[config.mk]
export PLATFORM = sky130hd
export DESIGN_NAME = inst_fetch_unit
export DESIGN_NICKNAME = d
export VERILOG_FILES = /design/src/rtl/inst_fetch_unit_pkg.sv /design/src/rtl/inst_fetch_unit_pc_register.sv /design/src/rtl/inst_fetch_unit.sv
export SDC_FILE = /design/constraint.sdc
export NUM_CORES = 1
export LEC_CHECK = 0
export CAP_MARGIN = 20
export CORE_MARGIN = 2
export CORE_UTILIZATION = 40
export DETAILED_ROUTE_END_ITERATION = 8
export PLACE_DENSITY = 0.74
export SYNTH_ARGS = -nofsm -noshare
export SYNTH_HDL_FRONTEND = slang
export SYNTH_HIERARCHICAL = 1
export SYNTH_SLANG_ARGS = --single-unit
[constraint.sdc]
create_clock -name clk -period 2.5 [get_ports clk]
set_input_delay 0.625 -clock clk [delete_from_list [all_inputs] [get_ports clk]]
set_output_delay 0.625 -clock clk [all_outputs]
set_load 0.02 [all_outputs]
[src/rtl/inst_fetch_unit_pkg.sv]
// inst_fetch_unit_pkg: shared word width, default reset PC and fetch FSM state encodings
package inst_fetch_unit_pkg;
    localparam int IFU_SIZE_WORD = 16;
    localparam logic [IFU_SIZE_WORD-1:0] IFU_RESET_PC = 16'h0000;
    typedef enum logic [1:0] {
        FS_FETCH  = 2'd0,
        FS_HOLD   = 2'd1,
        FS_HALTED = 2'd2
    } fetch_state_t;
endpackage

[src/rtl/inst_fetch_unit_pc_register.sv]
// pc_register: program counter with sync reset, load (priority) and increment
// ports: clk, reset, inc, load, target[W] in; pc[W] out
module pc_register #(
    parameter int W = 16,
    parameter logic [W-1:0] INIT = '0
) (
    input  logic         clk,
    input  logic         reset,
    input  logic         inc,
    input  logic         load,
    input  logic [W-1:0] target,
    output logic [W-1:0] pc
);
    always_ff @(posedge clk)
        if (reset) pc <= INIT;
        else if (load) pc <= target;
        else if (inc) pc <= pc + 1'b1;
endmodule

[src/rtl/inst_fetch_unit.sv]
// inst_fetch_unit: fetches words from memory at PC and hands them to the control unit
// ports: clk, reset; memory side readM/address out, data/inputReady in;
//        control side inst/inst_valid out, inst_ready/pc_load/pc_target/halt in; halted out
module inst_fetch_unit
    import inst_fetch_unit_pkg::*;
#(
    parameter int SIZE_WORD = IFU_SIZE_WORD,
    parameter logic [SIZE_WORD-1:0] RESET_PC = SIZE_WORD'(IFU_RESET_PC)
) (
    input  logic                 clk,
    input  logic                 reset,
    output logic                 readM,
    output logic [SIZE_WORD-1:0] address,
    input  logic [SIZE_WORD-1:0] data,
    input  logic                 inputReady,
    output logic [SIZE_WORD-1:0] inst,
    output logic                 inst_valid,
    input  logic                 inst_ready,
    input  logic                 pc_load,
    input  logic [SIZE_WORD-1:0] pc_target,
    input  logic                 halt,
    output logic                 halted
);
    fetch_state_t state;
    logic fetch_done, handshake;
    assign fetch_done = state == FS_FETCH && inputReady;
    assign handshake = state == FS_HOLD && inst_ready;
    // halt outranks a redirect on the same handshake
    pc_register #(.W(SIZE_WORD), .INIT(RESET_PC)) u_pc (
        .clk(clk),
        .reset(reset),
        .inc(fetch_done),
        .load(handshake && !halt && pc_load),
        .target(pc_target),
        .pc(address)
    );
    always_ff @(posedge clk)
        if (reset) begin
            state <= FS_FETCH;
            inst <= '0;
        end else if (fetch_done) begin
            state <= FS_HOLD;
            inst <= data;
        end else if (handshake)
            state <= halt ? FS_HALTED : FS_FETCH;
    assign readM = state == FS_FETCH;
    assign inst_valid = state == FS_HOLD;
    assign halted = state == FS_HALTED;
endmodule
==> out/metrics.cfg <==
[worst_setup_path]
r2r-start = state[0]$_SDFFE_PP0P_
critPathRequiredTime_ps = 1880
cp.arrival_ps = 1590
reg2reg_to = u_pc/pc[5]$_SDFFE_PP0P_
cp-end-kind = output port
rr_worst_depth = 5
crit_fanout = 6
r2r_slack_ps = 840
path_class = reg -> out
setup.worst_path.start_class = flop

[route]
drc = 0
drt_pass1_iterations = 4
drt_iter0_markers = 63
routed_wl_mm = 3.85
vias_per_cell = 4.80
wl_per_cell_um = 12.2
vias = 1513
ant_nets = 0

[floorplanning]
die_area_sq_mm = 0.00510
coreArea_sq_mm = 0.00435
io_pins = 73
die_y_um = 71.4
rows = 24
die_w_um = 71.4
start_util_pct = 41.7

[placement]
gp_congestion = 0.763
dp_hpwl_mm = 2.83
port_buffers = 72

[clock_network]
tritoncts = yes
hold_buffers = 0
cts_root_buf = clkbuf_8
clkTransAtPathRegs_ps = 60
clk_latency_ps = 270
htree_num_levels = 2
cts_buffers = 5
cts_setup_buffers = 0
cts-resized-gates = 0
cts.sinks = 34
clock_path_buffers = 2

[pwr]
power_density_mw_per_mm2 = 473
clkPwrFrac_pct = 29.5
p_int_w = 0.000921
switching_share_pct = 25.8
combPwrFrac_pct = 22.1
pwr-share-seq_pct = 48.4
ir_drop_mv = 0.336
leakagePower_nw = 1.07
power.switching_w = 0.000320

[final_layout]
final_util_pct = 60.3
insertedDiodeCount = 0
area_growth_pct = 44.4
final_nets = 302
drive_above_1_share_pct = 6.46

[sta]
tightest_slew_ps = 385
setup_violations = 0
final_hold_viol_count = 0
slew_violations = 0
skew_ps = 3.00
period_minus_slack_ps = 2220
clock.fmax_ghz = 0.451
timing.slew.headroom_pct = 74.3
timing.setup.tns_ps = 0
fin_crit_sh_pct = 88.8
rsz0062_at_grt = false

[worst_hold_path]
worstHoldEndpoint = inst[1]$_SDFFE_PP0P_
hold_path_depth = 2
hp-class = reg -> reg
hp-start = inst[1]$_SDFFE_PP0P_

[global_routing]
grt_pass1_wl_mm = 6.60
grt_max_degree = 51
grt_use_met2_pct = 24.7
grt.overflow.total = 0
antenna_found_initial = 0
grt_pass1_vias = 1501
use_met3_pct = 6.61
grt_usage_pct = 16.1
grt_util_met1_pct = 20.9
busiest_layer = met2

[synthesis]
yosys_warnings = 6
synth_edf_count = 0
ys_ff_latch = 34
yosysTopAreaCell = dfxtp_1
ys.flop_type = dfxtp_1
synth_top_area_share_pct = 37.5
syn_area_per_cell_sq_um = 9.41
synthCells = 193
seq_area_frac_synth_pct = 37.5
netlist_area_sq_mm = 0.00182
synth.distinct_cells = 29
netlist_top_cells_area = dfxtp_1 (37%), nand2b_1 (11%), mux2i_1 (11%), xor2_1 (4.3%), o21a_1 (4.1%)
synth_top_cells_by_count = dfxtp_1 (34), nand2b_1 (33), mux2i_1 (20), inv_1 (14), a21oi_1 (13)
async_reset_ff_share_pct = 0
yosysMostFrequentCell = dfxtp_1
syn_nets = 232

[outcome]
status = complete, no violations

[run]
drv_cap = 0

==> cell type report <==
type / instances / area [sq um]
tap: 52 / 65.1
timing repair buffer: 75 / 743
clock buffer: 7 / 76.3
fill: 384 / 1730
inverter: 14 / 52.6
multi-input combinational: 133 / 1010
sequential: 34 / 681
==> power groups by stage <==
stage | registers, W | logic, W | clock network (W)
CTS | 0.000602 | 0.000277 | 0.000379
detailed placement | 0.000612 | 0.000276 | 0
floorplan | 0.000642 | 0.000113 | 0
global placement | 0.000613 | 0.000273 | 0
global route | 0.000606 | 0.000299 | 0.000398
finish | 0.000601 | 0.000274 | 0.000366
==> kinds of logic (layout without fill, tap and decap cells) <==
group           count (synthesis)  after routing  share of synthesized area [%]
mux                            20             20                           11.0
simple gates                   71             71                           27.3
xor+xnor                       14             14                           6.75
compound gates                 27             27                           9.23
fa+ha+maj                       1              1                          0.689
flops                          34             34                           37.5
buf+inv                        26             96                           7.51
==> state kept, by name (all words and copies together), names as in the netlist <==
name	count
u_pc/pc	16
inst	16
state	2
==> worst max-delay path, cell delays in order (launching register included) <==
cell and delay, ps:
dfxtp_1 440, nor2b_1 240, clkdlybuf4s50_1 640
==> worst max-delay path by stage <==
stage | from | end | slack (ps) | cells past startpoint
3_3_place_gp | inputReady | u_pc/pc[3]$_SDFFE_PP0P_ | 170 | 7
5_1_grt | state[0]$_SDFFE_PP0P_ | inst_valid | 190 | 2
4_1_cts | state[0]$_SDFFE_PP0P_ | inst_valid | 260 | 2
3_5_place_dp | inputReady | u_pc/pc[11]$_SDFFE_PP0P_ | 130 | 6
6_report | state[0]$_SDFFE_PP0P_ | inst_valid | 280 | 2
2_1_floorplan | inputReady | u_pc/pc[12]$_SDFFE_PP0P_ | 380 | 9
==> metal layers <==
| metal | share of wire (%) | vias to the layer above |
|---|---|---|
| li1 | - | 785 |
| met1 | 45 | 669 |
| met2 | 43 | 57 |
| met3 | 11 | 2 |
| met4 | 0.36 | 0 |
| met5 | 0 | - |
==> stage by stage <==
| stage | hold slack (ps) | cell area (sq um) | setup slack, ps | std cells | power, W |
|---|---|---|---|---|---|
| after global placement | 457 | 2550 | 173 | 308 | 0.000886 |
| final | 469 | 2620 | 280 | 315 | 0.00124 |
| after global routing | 491 | 2620 | 194 | 315 | 0.00130 |
| after detailed placement | 464 | 2550 | 131 | 308 | 0.000888 |
| after CTS | 475 | 2620 | 255 | 315 | 0.00126 |
| after floorplan | 498 | 1820 | 380 | 193 | 0.000755 |
==> cells in the final DEF (no fill, tap or decap), drive strengths merged, types with 3 or more instances in the layout <==
cell type,synthesis,routed
clkdlybuf4s50,0,72
dfxtp,34,34
nand2b,33,33
mux2i,20,20
inv,14,14
a21oi,13,13
o21a,10,10
nor2,9,9
xor2,9,9
clkbuf,8,7
nand4,6,6
nor4,6,6
nand2,5,5
xnor2,5,5
nor3,4,4
buf,4,3
nand3,3,3
No activity file was read; power rests on OpenSTA's default activity.
